[config.mk]
export PLATFORM = sky130hd
export DESIGN_NAME = wb_adc16_lane_strobe_seq
export DESIGN_NICKNAME = d
export VERILOG_FILES = /design/src/rtl/wb_adc16_pkg.sv /design/src/rtl/wb_adc16_lane_decode.sv /design/src/rtl/wb_adc16_lane_strobe_seq.sv
export SDC_FILE = /design/constraint.sdc
export NUM_CORES = 1
export LEC_CHECK = 0
export ABC_AREA = 1
export BUFFER_PORTS_ARGS = -buffer_cell sky130_fd_sc_hd__buf_2
export CAP_MARGIN = 20
export CORE_ASPECT_RATIO = 1.2
export CORE_UTILIZATION = 49
export CTS_CLUSTER_SIZE = 28
export DETAILED_ROUTE_END_ITERATION = 7
export HOLD_SLACK_MARGIN = 0.02
export PLACE_DENSITY = 0.73
export SLEW_MARGIN = 40
export SYNTH_ARGS = -nofsm -noshare
export SYNTH_HDL_FRONTEND = slang
export SYNTH_SLANG_ARGS = --single-unit
[constraint.sdc]
create_clock -name clk -period 1.7 [get_ports clk]
set_input_delay 0.34 -clock clk [delete_from_list [all_inputs] [get_ports clk]]
set_output_delay 0.34 -clock clk [all_outputs]
set_load 0.01 [all_outputs]
[src/rtl/wb_adc16_pkg.sv]
// Shared encodings for the ADC16 lane strobe sequencer.
package wb_adc16_pkg;

  typedef enum logic [1:0] {
    ST_IDLE  = 2'd0,
    ST_PULSE = 2'd1,
    ST_SCAN  = 2'd2,
    ST_FIN   = 2'd3
  } state_e;

  localparam logic [1:0] MODE_LEVEL = 2'd0;
  localparam logic [1:0] MODE_PULSE = 2'd1;
  localparam logic [1:0] MODE_SCAN  = 2'd2;
  localparam logic [1:0] MODE_RSVD  = 2'd3;

  // Lane index width; a single-bit index is kept even for tiny lane counts.
  function automatic int lsel_width(input int n_lanes);
    int w;
    w = $clog2(n_lanes);
    return (w < 1) ? 1 : w;
  endfunction

endpackage

[src/rtl/wb_adc16_lane_decode.sv]
// Combinational chip-mask x lane-index to one-hot strobe decode.
module wb_adc16_lane_decode
  import wb_adc16_pkg::*;
#(
  parameter int N_CHIPS = 8,
  parameter int N_LANES = 8,
  localparam int LSEL_W = lsel_width(N_LANES)
) (
  input  logic [N_CHIPS-1:0]         chip_sel_i,
  input  logic [LSEL_W-1:0]          lane_i,
  input  logic                       en_i,
  output logic [N_CHIPS*N_LANES-1:0] onehot_o
);

  // Out-of-range lane indices match no generated lane and decode to zero.
  for (genvar c = 0; c < N_CHIPS; c++) begin : g_chip
    for (genvar l = 0; l < N_LANES; l++) begin : g_lane
      assign onehot_o[c*N_LANES+l] = en_i & chip_sel_i[c] & (lane_i == LSEL_W'(l));
    end
  end

endmodule

[src/rtl/wb_adc16_lane_strobe_seq.sv]
// ADC16 lane strobe sequencer: LEVEL follow, single PULSE and timed SCAN.
module wb_adc16_lane_strobe_seq
  import wb_adc16_pkg::*;
#(
  parameter int N_CHIPS = 8,
  parameter int N_LANES = 8,
  parameter int DWELL_W = 8,
  localparam int LSEL_W = lsel_width(N_LANES)
) (
  input  logic                       clk,
  input  logic                       rst,
  input  logic [N_CHIPS-1:0]         chip_sel,
  input  logic [LSEL_W-1:0]          lane_sel,
  input  logic [1:0]                 mode,
  input  logic [DWELL_W-1:0]         dwell,
  input  logic                       start,
  output logic                       busy,
  output logic                       done,
  output logic [LSEL_W-1:0]          cur_lane,
  output logic [N_CHIPS*N_LANES-1:0] onehot
);

  state_e                     state_q;
  logic [N_CHIPS-1:0]         chips_q;
  logic [DWELL_W-1:0]         dwell_q;
  logic [DWELL_W-1:0]         cnt_q;
  logic [LSEL_W-1:0]          cur_lane_q;
  logic                       busy_q;
  logic                       done_q;
  logic [N_CHIPS*N_LANES-1:0] onehot_q;

  logic [N_CHIPS-1:0]         dec_chips_d;
  logic [LSEL_W-1:0]          dec_lane_d;
  logic                       dec_en_d;
  logic [N_CHIPS*N_LANES-1:0] dec_onehot;

  // One shared decoder: live inputs while idle, latched chips and next lane while scanning.
  always_comb begin
    dec_chips_d = chip_sel;
    dec_lane_d  = lane_sel;
    dec_en_d    = 1'b1;
    if (state_q == ST_SCAN) begin
      dec_chips_d = chips_q;
      dec_lane_d  = cur_lane_q + 1'b1;
    end else if (mode == MODE_SCAN) begin
      dec_lane_d  = '0;
    end else if (mode == MODE_RSVD) begin
      dec_en_d    = 1'b0;
    end
  end

  wb_adc16_lane_decode #(
    .N_CHIPS (N_CHIPS),
    .N_LANES (N_LANES)
  ) u_decode (
    .chip_sel_i (dec_chips_d),
    .lane_i     (dec_lane_d),
    .en_i       (dec_en_d),
    .onehot_o   (dec_onehot)
  );

  // Sequencer FSM with all outputs registered; the latched mode is carried by the state itself.
  always_ff @(posedge clk) begin
    if (rst) begin
      state_q    <= ST_IDLE;
      chips_q    <= '0;
      dwell_q    <= '0;
      cnt_q      <= '0;
      cur_lane_q <= '0;
      busy_q     <= 1'b0;
      done_q     <= 1'b0;
      onehot_q   <= '0;
    end else begin
      done_q <= 1'b0;
      unique case (state_q)
        ST_IDLE, ST_FIN: begin
          busy_q <= 1'b0;
          cnt_q  <= '0;
          if (state_q == ST_IDLE && start && mode == MODE_PULSE) begin
            state_q    <= ST_PULSE;
            chips_q    <= chip_sel;
            dwell_q    <= dwell;
            cur_lane_q <= lane_sel;
            onehot_q   <= dec_onehot;
            busy_q     <= 1'b1;
          end else if (state_q == ST_IDLE && start && mode == MODE_SCAN) begin
            state_q    <= ST_SCAN;
            chips_q    <= chip_sel;
            dwell_q    <= dwell;
            cur_lane_q <= '0;
            onehot_q   <= dec_onehot;
            busy_q     <= 1'b1;
          end else begin
            // FIN falls through here too, so LEVEL output resumes right after done.
            state_q    <= ST_IDLE;
            onehot_q   <= (mode == MODE_LEVEL) ? dec_onehot : '0;
            cur_lane_q <= (mode == MODE_LEVEL) ? lane_sel : '0;
          end
        end
        ST_PULSE: begin
          state_q  <= ST_FIN;
          onehot_q <= '0;
          busy_q   <= 1'b0;
          done_q   <= 1'b1;
        end
        ST_SCAN: begin
          if (cnt_q == dwell_q) begin
            cnt_q <= '0;
            if (cur_lane_q == LSEL_W'(N_LANES - 1)) begin
              state_q  <= ST_FIN;
              onehot_q <= '0;
              busy_q   <= 1'b0;
              done_q   <= 1'b1;
            end else begin
              cur_lane_q <= cur_lane_q + 1'b1;
              onehot_q   <= dec_onehot;
            end
          end else begin
            cnt_q <= cnt_q + 1'b1;
          end
        end
        default: state_q <= ST_IDLE;
      endcase
    end
  end

  assign busy     = busy_q;
  assign done     = done_q;
  assign cur_lane = cur_lane_q;
  assign onehot   = onehot_q;

endmodule
# Word-level counts from Yosys, hierarchy flattened
# Cells that the tools add are included.
[op_classes]
add_sub_neg = 2
mul = 0
div_mod_pow = 0
order_cmp = 0
n_eq_ne = 18
shifts = 0
mux = 37
n_bitwise = 72
reduce_logical = 12
[op_table]
columns = ["cell", "count"]
rows = [
  ["2-to-1 mux 64 bit", 5],
  ["case mux 64 bit (3 select lines)", 1],
  ["AND 1 bit", 72],
  ["2-to-1 mux 8 bit", 6],
  ["2-to-1 mux 3 bit", 7],
  ["case mux 8 bit (2 select lines)", 1],
  ["equality test 3 bit, second input constant", 5],
  ["2-to-1 mux 1 bit", 9],
  ["adder 8 x 1 -> 8 bit, second input constant", 1],
  ["equality test 2 bit, second input constant", 4],
  ["equality test 8 bit", 1],
  ["2-to-1 mux 2 bit", 4],
  ["equality test 3 x 2 -> 1 bit, second input constant", 2],
  ["case mux 2 bit (3 select lines)", 1],
  ["case mux 3 bit (2 select lines)", 1],
  ["equality test 2 x 1 -> 1 bit, second input constant", 2],
  ["logical NOT 2 bit", 2],
  ["inequality test 2 x 1 -> 1 bit, second input constant", 2],
  ["AND reduction 2 bit", 2],
  ["nonzero test 2 bit", 2],
  ["adder 3 x 1 -> 3 bit, second input constant", 1],
  ["equality test 3 x 1 -> 1 bit, second input constant", 1],
  ["logical AND 1 bit", 3],
  ["logical NOT 3 bit", 1],
  ["other kinds (5)", 5],
]
[totals]
regBits = 95
latchBits = 0
mem_bits_rw = 0
mem_bits_ro = 0
output_inout_bits = 69
mem_count = 0

# Logic depth before layout (Yosys ltp)
# Gate-level depths: netlist of run 1.
[depth]
word_depth = 10
ltp_mapped = 13
depth_no_buf = 12

# Hierarchy
# Synthesis of run 1 repeated with hierarchy kept, for this count alone.
[hier_totals]
cells_unflattened = 674
hier_area_um2 = 4672.0
[by_module_without_submodules]
columns = ["mod", "instances", "cells_per_inst", "area_each_um2", "seq_area_each_um2"]
rows = [
  ["wb_adc16_lane_strobe_seq", 1, 589, 4344.2, 1901.8],
  ["wb_adc16_lane_decode", 1, 85, 327.8, 0.0],
]

# Least setup slack after synthesis of run 1
# No wires, ideal clock.
[synth_timing]
path_kind = "register -> register"
from = "register cur_lane_q[0], in the netlist cur_lane[0]"
to = "register onehot_q[12], in the netlist onehot[12]"
setup_ns = 0.116
t_arrival_ns = 1.693
required_time_ns = 1.584
setup_slack_ns = -0.109
stages_incl_launch_ff = 11
synth_period_minus_slack_ns = 1.809
path_cell_list = "dfxtp_1 > ha_1 > ha_1 > nand2_1 > inv_1 > a21oi_4 > inv_2 > nand3_1 > nor2_1 > nor2_1 > nor2_1"
[synth_between]
elab_chain_cells = 8
[synth_lines]
columns = ["item", "line_no", "rtl"]
rows = [
  ["start: declaration", "wb_adc16_lane_strobe_seq.sv:27", "logic [LSEL_W-1:0] cur_lane_q;"],
  ["start signal: assignment", "wb_adc16_lane_strobe_seq.sv:83", "cur_lane_q <= lane_sel;"],
  ["start signal: assignment", "wb_adc16_lane_strobe_seq.sv:97", "cur_lane_q <= (mode == MODE_LEVEL) ? lane_sel : '0;"],
  ["start signal: assignment", "wb_adc16_lane_strobe_seq.sv:115", "cur_lane_q <= cur_lane_q + 1'b1;"],
  ["adder 3 x 1 -> 3 bit", "wb_adc16_lane_strobe_seq.sv:44", "dec_lane_d = cur_lane_q + 1'b1;"],
  ["2-to-1 mux 3 bit", "wb_adc16_lane_strobe_seq.sv:42", "if (state_q == ST_SCAN) begin"],
  ["equality test 3 bit", "wb_adc16_lane_decode.sv:18", "assign onehot_o[c*N_LANES+l] = en_i & chip_sel_i[c] & (lane_i == LSEL_W'(l));"],
  ["AND 1 bit", "wb_adc16_lane_decode.sv:18", ""],
  ["2-to-1 mux 64 bit", "wb_adc16_lane_strobe_seq.sv:96", "onehot_q <= (mode == MODE_LEVEL) ? dec_onehot : '0;"],
  ["2-to-1 mux 64 bit", "wb_adc16_lane_strobe_seq.sv:86", "end else if (state_q == ST_IDLE && start && mode == MODE_SCAN) begin"],
  ["2-to-1 mux 64 bit", "wb_adc16_lane_strobe_seq.sv:79", "if (state_q == ST_IDLE && start && mode == MODE_PULSE) begin"],
  ["case mux 64 bit (3 select lines) *", "wb_adc16_lane_strobe_seq.sv:75", "unique case (state_q)"],
  ["end signal: assignment", "wb_adc16_lane_strobe_seq.sv:84", "onehot_q <= dec_onehot;"],
  ["end signal: assignment", "wb_adc16_lane_strobe_seq.sv:91", "onehot_q <= dec_onehot;"],
  ["end signal: assignment", "wb_adc16_lane_strobe_seq.sv:96", ""],
  ["end: declaration", "wb_adc16_lane_strobe_seq.sv:30", "logic [N_CHIPS*N_LANES-1:0] onehot_q;"],
]
# Every way passes the cells marked *; elsewhere a longest branch is shown, timed or not. The select of a mux whose other input is x is not followed.
# A chain may end at the register's enable or synchronous reset.

# Worst setup path after layout of run 1
[layout_timing]
from = "register cur_lane_q[0], in the netlist cur_lane[0]"
to = "register onehot_q[20], in the netlist onehot[20]"
# The elaborated chain is that of the path after synthesis.

==> impl_metrics.py, run 1 <==
metrics = {
    "logic_synthesis": {
        "synthDistinctLibCells": 27,
        "synth-seq-cells": 95,
        "synth-main-ff-cell": "dfxtp_1",
        "syn_area_per_cell_um2": 6.66,
        "ys_warn_count": 0,
        "synth_top_area_share_pct": 42.9,
        "synth_seq_area_share_pct": 42.9,
        "async_flop_share_pct": 0,
        "synth_edf_count": 0,
        "synth_common_cells": "nand2_1 (187), nor2_1 (147), dfxtp_1 (95)",
        "synthesis.nets": 695,
        "synth.largest_area_cell": "dfxtp_1",
        "syn_area_um2": 4430,
        "synth_area_leaders": "dfxtp_1 (43%), nand2_1 (16%), nor2_1 (12%)",
        "synth.most_common_cell": "nand2_1",
        "synthCells": 665,
    },
    "cts": {
        "cts_made_buffers": 9,
        "cts.sinks": 95,
        "cts_hold_buf": 0,
        "h-tree-depth": 3,
        "cts_tree": "built",
        "worst_skew_pair.late_latency_ns": 0.36,
        "clkTransAtPathRegs_ns": 0.08,
        "root_buffer": "clkbuf_8",
        "clockBufferDepth": 2,
    },
    "sta": {
        "rsz0062_at_grt": "yes",
        "post-route-period-util_pct": 102,
        "report.final.slew_viol_count": 0,
        "setup_viol": 10,
        "relSlewSlack_pct": 73.4,
        "tightest_slew_ns": 0.398,
        "setup_slack_ns": -0.0286,
        "clock_skew_ns": 0.00927,
        "whs_ns": 0.203,
        "hold_viol": 0,
        "post-route-min-period_ns": 1.73,
        "fmax_ghz": 0.578,
    },
    "route": {
        "totalWireLength_mm": 12.8,
        "dr.pass1.iters": 5,
        "drcViolationCount": 0,
        "ant_nets": 0,
        "wl_per_cell_um": 14.1,
        "drtIter0Drc": 253,
        "post_drt_via_cell_ratio": 5.12,
        "via_count": 4639,
    },
    "placed_design": {
        "numPortBuffers": 92,
        "globalplace.congestion": 0.849,
        "place_ws_ns": -0.170,
        "dp_hpwl_mm": 8.11,
    },
    "pwr": {
        "ir_worst_vdd_mv": 0.787,
        "pwr_density_cell_nw_per_um2": 1570,
        "leakage_nw": 3.00,
    },
    "die": {
        "io_pins": 93,
        "rows": 37,
        "dieWidth_um": 88.8,
        "die_area_um2": 9430,
        "start_util_pct": 51.2,
        "die_h_um": 106,
        "core_um2": 8660,
    },
    "run_status": {
        "status": "finished, violations left",
        "violations": "setup timing",
    },
    "global_routing": {
        "track_usage_pct": 25.8,
        "grt_antenna_before_repair": 0,
        "grt_pass1_vias": 4141,
        "grt-ovfl-total": 0,
        "grt_pass1_wl_mm": 18.7,
        "grt_max_degree": 64,
    },
    "finish": {
        "drive_above_1_share_pct": 32.3,
        "diodes": 0,
        "post-route-util_pct": 68.6,
        "final_nets": 815,
        "area_growth_syn_to_layout_pct": 33.9,
    },
    "worst_hold_path": {
        "min_path_type": "primary input to flip-flop",
    },
    "setup_path": {
        "crit_fanout": 8,
        "required_ns": 1.95,
        "start_kind": "flip-flop",
        "cp-end-kind": "flip-flop",
        "cp_data_arrival_time_ns": 1.98,
        "criticalPathCategory": "flip-flop to flip-flop",
    },
    "run": {
        "maxCapViolations": 0,
    },
}
[metrics by stage]
stage	area, um^2	power (mW)	cells	setup TNS, ns
after CTS	5430	8.26	893	-0.0333
after floorplan	4450	5.44	665	-0.110
final	5940	9.29	906	-0.132
after detailed placement	5180	6.70	878	-7.05
after global routing	5940	9.93	906	-4.50
after global placement	5180	6.63	878	-4.98
[timing repair]
action	in CTS	in global routing
gates cloned	0	7
gates resized for setup	19	105
endpoints found under the setup margin	64	92
pin swaps	7	66
buffers inserted	0	6
[flip-flops by register name, summed over array words and instances, names as in the netlist]
| name | count |
|---|---|
| state_q | 2 |
| chips_q | 8 |
| cur_lane | 3 |
| done | 1 |
| busy | 1 |
| dwell_q | 8 |
| cnt_q | 8 |
| onehot | 64 |
[final cells by class]
| class | instances | area, um^2 |
|---|---|---|
| Timing Repair Buffer | 136 | 948 |
| Tap cell | 117 | 146 |
| Timing Repair inverter | 1 | 7.51 |
| Inverter | 68 | 284 |
| Clock inverter | 1 | 30.0 |
| Sequential cell | 95 | 1910 |
| Fill cell | 740 | 2720 |
| Multi-Input combinational cell | 474 | 2450 |
| Clock buffer | 14 | 153 |
[metal layers]
layer / global-route usage [%] / up-vias / wire, um
met1: 31.1 / 2164 / 5240
li1: - / 2269 / -
met3: 5.05 / 37 / 658
met4: 13.8 / 0 / 424
met5: 0 / - / 0
met2: 42.7 / 169 / 6460
[worst max-delay path: stages, from the launching register on]
cell and delay (ns):
dfxtp_4 0.36, ha_4 0.16, ha_4 0.21, nand2_2 0.06, inv_2 0.04, a21oi_4 0.19
inv_4 0.09, buf_4 0.15, nand3_4 0.12, nor2_1 0.06, nor2_1 0.11, nor2_1 0.06
[path summary, 6_finish.rpt]
check / start / endpoint / slack (ns) / cells after the start
hold / removal: dwell[3] / dwell_q[3] / 0.20 / 3
setup / recovery: cur_lane[0] / onehot[20] / -0.03 / 11
hold reg to reg: dwell_q[0] / dwell_q[0] / 0.48 / 2
setup reg to reg: cur_lane[0] / onehot[20] / -0.03 / 11
[placed cells by master (no fill, tap or decap), types with 2 or more instances in the layout]
cell and instances:
a21oi_1 17, a21oi_2 2, buf_12 5, buf_2 92, buf_4 29, buf_6 6
clkbuf_1 4, clkbuf_16 3, clkbuf_8 10, clkinvlp_4 2, dfxtp_1 89, dfxtp_2 4
dfxtp_4 2, ha_4 4, inv_1 46, inv_2 13, inv_4 6, inv_6 2
nand2_1 165, nand2_2 12, nand2_4 12, nand3_1 10, nand3_4 2, nor2_1 126
nor2_2 24, nor2_4 12, o21ai_0 61, o21ai_1 3, o21ai_2 4, xnor2_1 4
xor2_1 5
[kinds of logic (layout without fill, tap and decap cells)]
logic type	after synthesis	in the layout	synth area share, %
adder cells (fa/ha/maj)	6	6	1.69
AO/OA/AOI/OAI	91	91	10.6
XOR/XNOR	9	9	1.78
buffers and inverters	97	220	9.43
flip-flops	95	95	42.9
AND/OR/NAND/NOR	367	368	33.6
[power by group]
part           switching, mW  internal [mW]
registers              0.290           2.73
clock network          0.749          0.717
logic                   2.92           1.88
total                   3.96           5.33
Note: power is estimated with default switching activity, not from simulation.
==> run 2, diff against run 1 <==
- ABC_AREA: 1 -> not set
- CORE_UTILIZATION: 49 -> 47
- PLACE_DENSITY: 0.73 -> 0.72
- REMOVE_ABC_BUFFERS: not set -> 1
==> run 2 against run 1 <==
Net effect: the run still ends with setup timing left; final cell count decreased by 35%; synthesized cell count decreased by 49%; fmax is 12% lower; register-to-register slack worse by 0.24 ns; via count fell by 25%; critical path depth decreased by 6; design area down 2.4%; combinational power down 32%; die area is 12% lower; power decreased by 22%; non-clock buffer count is 29 higher.
==> impl_metrics.py, run 2 <==
metrics = {
    "run_status": {
        "status": "finished, violations left",
        "violations": "setup timing",
    },
    "logic_synthesis": {
        "synth-main-ff-cell": "dfxtp_1",
        "synth-seq-cells": 95,
        "synthDistinctLibCells": 44,
        "synth.largest_area_cell": "dfxtp_1",
        "synthCells": 336,
        "synth_area_leaders": "dfxtp_1 (51%), a22o_1 (7.5%), o2bb2ai_1 (6.6%)",
        "ys_warn_count": 0,
        "synth_edf_count": 0,
        "syn_area_um2": 3730,
        "synth_common_cells": "dfxtp_1 (95), a22o_1 (32), o2bb2ai_1 (28)",
        "syn_area_per_cell_um2": 11.1,
        "synth.most_common_cell": "dfxtp_1",
        "synth_top_area_share_pct": 50.9,
        "synth_seq_area_share_pct": 50.9,
        "async_flop_share_pct": 0,
    },
    "global_routing": {
        "grt_pass1_vias": 3337,
        "grt_max_degree": 27,
        "grt_pass1_wl_mm": 16.7,
        "grt_antenna_before_repair": 1,
        "grt-ovfl-total": 0,
        "track_usage_pct": 25.5,
    },
    "setup_path": {
        "cpPeakStageDelay_ns": 0.61,
        "crit_fanout": 8,
        "critPathLaunch": "cnt_q[6]",
        "path_cells": "xor2_2 > nor4_4 > a21oi_4 > or4_4 > o2bb2ai_1",
        "cp-end-kind": "flip-flop",
        "crit_end": "onehot[33]",
        "critical-path-slowest-cell": "or4_4",
        "cp_data_arrival_time_ns": 2.26,
        "required_ns": 1.99,
        "cp.depth": 5,
        "crit_buf_inv": 0,
        "r2r_slack_ns": -0.27,
        "rr_startpoint": "cnt_q[6]",
        "criticalPathCategory": "flip-flop to flip-flop",
        "start_kind": "flip-flop",
        "path_delay_family": "simple AND/OR/NAND/NOR gates",
        "reg2reg_depth": 5,
        "worstReg2RegEnd": "onehot[33]",
    },
    "route": {
        "post_drt_via_cell_ratio": 5.89,
        "wl_per_cell_um": 20.2,
        "via_count": 3481,
        "dr.pass1.iters": 6,
        "ant_nets": 0,
        "drtIter0Drc": 175,
        "drcViolationCount": 0,
        "totalWireLength_mm": 11.9,
    },
    "finish": {
        "area_growth_syn_to_layout_pct": 55.2,
        "final_cell_mix": "buf_2 (92), dfxtp_1 (77), buf_4 (42)",
        "final_nets": 523,
        "post-route-util_pct": 75.2,
        "final_common_cell": "buf_2",
        "nFillCells": 487,
        "largest_reg_flops": 64,
        "drive_above_1_share_pct": 58.8,
    },
    "sta": {
        "setup_slack_ns": -0.265,
        "relSlewSlack_pct": 62.9,
        "clock_skew_ns": 0.0125,
        "post-route-period-util_pct": 116,
        "fmax_ghz": 0.509,
        "post-route-min-period_ns": 1.97,
        "hold_viol": 0,
        "setup_viol": 88,
        "rsz0062_at_grt": "yes",
        "report.final.slew_viol_count": 0,
        "finalSetupTns_ns": -14.77,
        "tightest_slew_ns": 0.556,
    },
    "die": {
        "die_h_um": 99.6,
        "rows": 35,
        "start_util_pct": 48.4,
        "core_um2": 7710,
        "die_area_um2": 8310,
        "dieWidth_um": 83.4,
        "io_pins": 93,
    },
    "run": {
        "maxCapViolations": 0,
    },
    "pwr": {
        "leakage_nw": 2.43,
        "pwr_density_cell_nw_per_um2": 1240,
        "p_total_mw": 7.20,
        "ir_worst_vdd_mv": 0.995,
    },
    "cts": {
        "worst_skew_pair.late_latency_ns": 0.37,
        "clkTransAtPathRegs_ns": 0.10,
        "cts_hold_buf": 0,
        "clockBufferDepth": 2,
        "cts.sinks": 95,
        "h-tree-depth": 3,
        "cts_made_buffers": 9,
        "cts_tree": "built",
        "root_buffer": "clkbuf_8",
    },
    "placed_design": {
        "dp_hpwl_mm": 6.60,
        "globalplace.congestion": 0.857,
        "place_ws_ns": -0.413,
        "numPortBuffers": 92,
    },
    "worst_hold_path": {
        "min_path_type": "primary input to flip-flop",
        "hp-start": "dwell[5]",
    },
}
==> run 2: final cells by class <==
class                   count  area, um^2  area share (%)
diodes                      1        2.50          0.0432
clock buffers              10         128            2.20
clock inverters             6        55.1           0.950
inverters                   3        16.3           0.281
multi-input cells         219        2320            40.0
flip-flops and latches     95        1930            33.2
well taps                  92         115            1.99
repair buffers            165        1240            21.3
==> run 2: worst reg2reg max path, cell delays in order (launching register included) <==
cell       delay [ns]
dfxtp_2          0.35
xor2_2           0.19
nor4_4           0.42
a21oi_4          0.13
or4_4            0.61
o2bb2ai_1        0.19
==> run 2: kinds of logic (layout without fill, tap and decap cells) <==
kind of cell,count (synthesis),after routing,share of synthesized area [%]
compound gates,109,109,24.5
flops,95,95,50.9
simple gates,71,72,11.5
buf+inv,23,184,2.78
mux,19,19,5.13
xor+xnor,12,12,2.82
fa+ha+maj,7,7,2.28
other cells,0,1,0
==> run 2: worst min path at each step <==
stage	slack (ns)	to	cells after the start
after floorplan	0.41	cnt_q[0]	1
after global placement	0.44	onehot[29]	1
after detailed placement	0.44	onehot[5]	1
after CTS	0.20	dwell_q[6]	3
after global routing	0.20	dwell_q[5]	3
final	0.20	dwell_q[5]	3
==> run 2: stage by stage <==
step | hold slack (ns) | area (um^2) | cells
4_1_cts | 0.200 | 5440 | 582
5_1_grt | 0.201 | 5800 | 591
3_3_place_gp | 0.442 | 4680 | 555
2_1_floorplan | 0.409 | 3640 | 316
3_5_place_dp | 0.442 | 4680 | 555
6_report | 0.204 | 5800 | 591
==> run 2: layer usage <==
metal / track usage (%) / vias to the layer above / share of wire [%]
li1: - / 1596 / -
met1: 30.2 / 1751 / 41
met2: 43.3 / 112 / 53
met3: 4.23 / 22 / 4.2
met4: 15.6 / 0 / 2.0
met5: 0 / - / 0
==> run 2: power by group <==
part,internal [mW],switching [mW],leakage (nW)
combinational,1.53,1.72,1.57
sequential,2.39,0.138,0.776
clock,0.556,0.873,0.0900
total,4.47,2.73,2.43
==> run 2: what timing repair did <==
item | 4_1_cts | 5_1_grt
cloned | 4 | 6
endpoints found under the setup margin | 88 | 94
pin swaps | 18 | 46
gates resized for setup | 89 | 64
buffers inserted | 7 | 9
==> run 3, diff against run 2 <==
- CORE_UTILIZATION: 47 -> 50
- PLACE_DENSITY: 0.72 -> 0.73
- SYNTH_HIERARCHICAL: not set -> 1
==> run 3 against run 2 <==
Net effect: the run still ends with setup timing left; final cell count up 37%; sequential power about the same; non-clock buffer count up 9; hold slack better by 0.0048 ns; die area up 19%; first-iteration DRC count up 89%; synthesized cell count up 61%; routed wire length up 32%; clock skew up 0.0025 ns; clock power up 3%; largest cell class unchanged; highest routed layer unchanged.
==> impl_metrics.py, run 3 <==
metrics = {
    "die": {
        "dieWidth_um": 91.1,
        "start_util_pct": 52.2,
        "die_area_um2": 9920,
        "rows": 38,
        "core_um2": 9130,
        "io_pins": 93,
        "die_h_um": 109,
    },
    "finish": {
        "final_cell_mix": "buf_2 (91), dfxtp_1 (77), inv_1 (68)",
        "area_growth_syn_to_layout_pct": 57.8,
        "largest_reg_flops": 64,
        "final_common_cell": "buf_2",
        "diodes": 0,
        "final_nets": 717,
        "finalNonFillerCells": 812,
        "drive_above_1_share_pct": 51.6,
    },
    "pwr": {
        "ir_worst_vdd_mv": 1.17,
        "leakage_nw": 2.78,
        "pwr_density_cell_nw_per_um2": 1270,
    },
    "logic_synthesis": {
        "synth-seq-cells": 95,
        "synth.largest_area_cell": "dfxtp_1",
        "syn_area_um2": 4760,
        "synthCells": 542,
        "synth_top_area_share_pct": 39.9,
        "async_flop_share_pct": 0,
        "synth.most_common_cell": "dfxtp_1",
        "synthDistinctLibCells": 48,
        "ys_warn_count": 6,
        "synth_seq_area_share_pct": 39.9,
        "synth_area_leaders": "dfxtp_1 (40%), o32ai_1 (12%), nand2b_1 (8.7%)",
        "synth_edf_count": 0,
        "synth_common_cells": "dfxtp_1 (95), inv_1 (71), nand2b_1 (66)",
        "synth-main-ff-cell": "dfxtp_1",
        "syn_area_per_cell_um2": 8.78,
    },
    "setup_path": {
        "cpPeakStageDelay_ns": 0.37,
        "cp-end-kind": "flip-flop",
        "crit_buf_inv": 3,
        "path_cells": "inv_4 > ha_4 > buf_6 > a22o_4 > buf_6 > and4bb_2 > and2_1 > nand2b_1 > o32ai_2",
        "crit_fanout": 7,
        "criticalPathCategory": "flip-flop to flip-flop",
        "path_delay_family": "simple AND/OR/NAND/NOR gates",
        "required_ns": 1.96,
        "start_kind": "flip-flop",
        "cp_data_arrival_time_ns": 2.17,
        "critical-path-slowest-cell": "dfxtp_2",
        "path_common_cell": "buf_6",
    },
    "placed_design": {
        "numPortBuffers": 92,
        "dp_hpwl_mm": 7.55,
        "dp_cells": 767,
        "place_ws_ns": -0.260,
        "globalplace.congestion": 0.836,
    },
    "sta": {
        "rsz0062_at_grt": "yes",
        "setup_viol": 73,
        "fmax_ghz": 0.523,
        "whs_ns": 0.209,
        "tightest_slew_ns": 0.510,
        "relSlewSlack_pct": 66.0,
        "post-route-period-util_pct": 112,
        "post-route-min-period_ns": 1.91,
        "report.final.slew_viol_count": 0,
        "hold_viol": 0,
        "setup_slack_ns": -0.212,
        "clock_skew_ns": 0.0150,
    },
    "route": {
        "drcViolationCount": 0,
        "ant_nets": 0,
        "via_count": 4666,
        "wl_per_cell_um": 19.4,
        "totalWireLength_mm": 15.7,
        "drtIter0Drc": 331,
        "dr.pass1.iters": 4,
        "post_drt_via_cell_ratio": 5.75,
    },
    "cts": {
        "worst_skew_pair.late_latency_ns": 0.37,
        "cts_hold_buf": 0,
        "cts.sinks": 95,
        "clkTransAtPathRegs_ns": 0.10,
        "cts_made_buffers": 9,
        "root_buffer": "clkbuf_8",
        "clockBufferDepth": 2,
        "h-tree-depth": 3,
        "cts_tree": "built",
    },
    "global_routing": {
        "grt_antenna_before_repair": 0,
        "grt_pass1_wl_mm": 21.4,
        "track_usage_pct": 27.8,
        "grt-ovfl-total": 0,
        "grt_max_degree": 41,
        "grt_pass1_vias": 4305,
    },
    "run": {
        "maxCapViolations": 0,
    },
    "run_status": {
        "status": "finished, violations left",
        "violations": "setup timing",
    },
    "worst_hold_path": {
        "min_path_type": "primary input to flip-flop",
    },
}
==> run 3: cell count changes after synthesis, sizes merged, moves of 8 or more <==
cell     previous run  this run
and2                4        48
buf                 8        16
clkbuf             12        24
o2bb2ai            32         0
a22o               32         2
o32ai               0        64
inv                 3        71
nand2b              2        66
nor2               23        37
==> run 3: per-layer routing <==
metal  vias up  routed length, um  track usage [%]
li1       2159                  -                -
met1      2286               6230             32.9
met2       175               8150             49.4
met3        46                733             3.70
met4         0                629             14.4
met5         -                  0                0
==> run 3: area by class of cell <==
class | instances | area [um^2]
well taps | 120 | 150
multi-input cells | 336 | 3480
clock inverters | 4 | 28.8
inverters | 71 | 274
flip-flops and latches | 95 | 1920
fillers | 506 | 1620
clock buffers | 12 | 165
repair buffers | 174 | 1490
==> run 3: per-stage QoR <==
step / utilization [%] / total power, mW / cell area (um^2) / setup TNS, ns
floorplan: - / 4.05 / 4580 / -102.35
global placement: 62.2 / 5.19 / 5680 / -9.66
detailed placement: 62.2 / 5.26 / 5680 / -13.96
CTS: 73.2 / 8.22 / 6680 / -6.69
global route: 82.3 / 9.83 / 7510 / -13.82
finish: 82.3 / 9.51 / 7510 / -9.50
==> run 3: worst min-delay path: cells and delay by family <==
| family | cells | cell delay, ns |
|---|---|---|
| buffers and inverters | 1 | 0.08 |
| muxes | 1 | 0.05 |
| and+or+nand+nor | 1 | 0.07 |
==> run 3: path summary, 6_finish.rpt <==
kind,from,endpoint,slack (ns),depth (start not counted)
setup / recovery,state_q[0],onehot[18],-0.21,9
setup reg to reg,state_q[0],onehot[18],-0.21,9
hold reg to reg,onehot[55],onehot[55],0.48,2
hold / removal,dwell[5],dwell_q[5],0.21,3
==> run 3: power breakdown <==
| group | total [mW] | switching [mW] | internal [mW] |
|---|---|---|---|
| Sequential | 2.54 | 0.129 | 2.41 |
| Clock | 1.48 | 0.826 | 0.653 |
| Combinational | 5.49 | 2.73 | 2.76 |
| Total | 9.51 | 3.68 | 5.83 |
==> run 3: timing repair <==
action                                  4_1_cts  5_1_grt
gates cloned                                  8        4
pin swaps                                    51       64
endpoints found under the setup margin       90       93
gates resized for setup                      96      121
buffers inserted                             11       12
==> run 3: cell families (layout without fill, tap and decap cells) <==
group,Yosys count,after routing,synth area share [%]
mux,26,26,5.68
fa+ha+maj,7,7,1.79
simple gates,199,199,24.9
compound gates,92,92,16.1
xor+xnor,12,12,2.21
buf+inv,111,261,9.46
flops,95,95,39.9
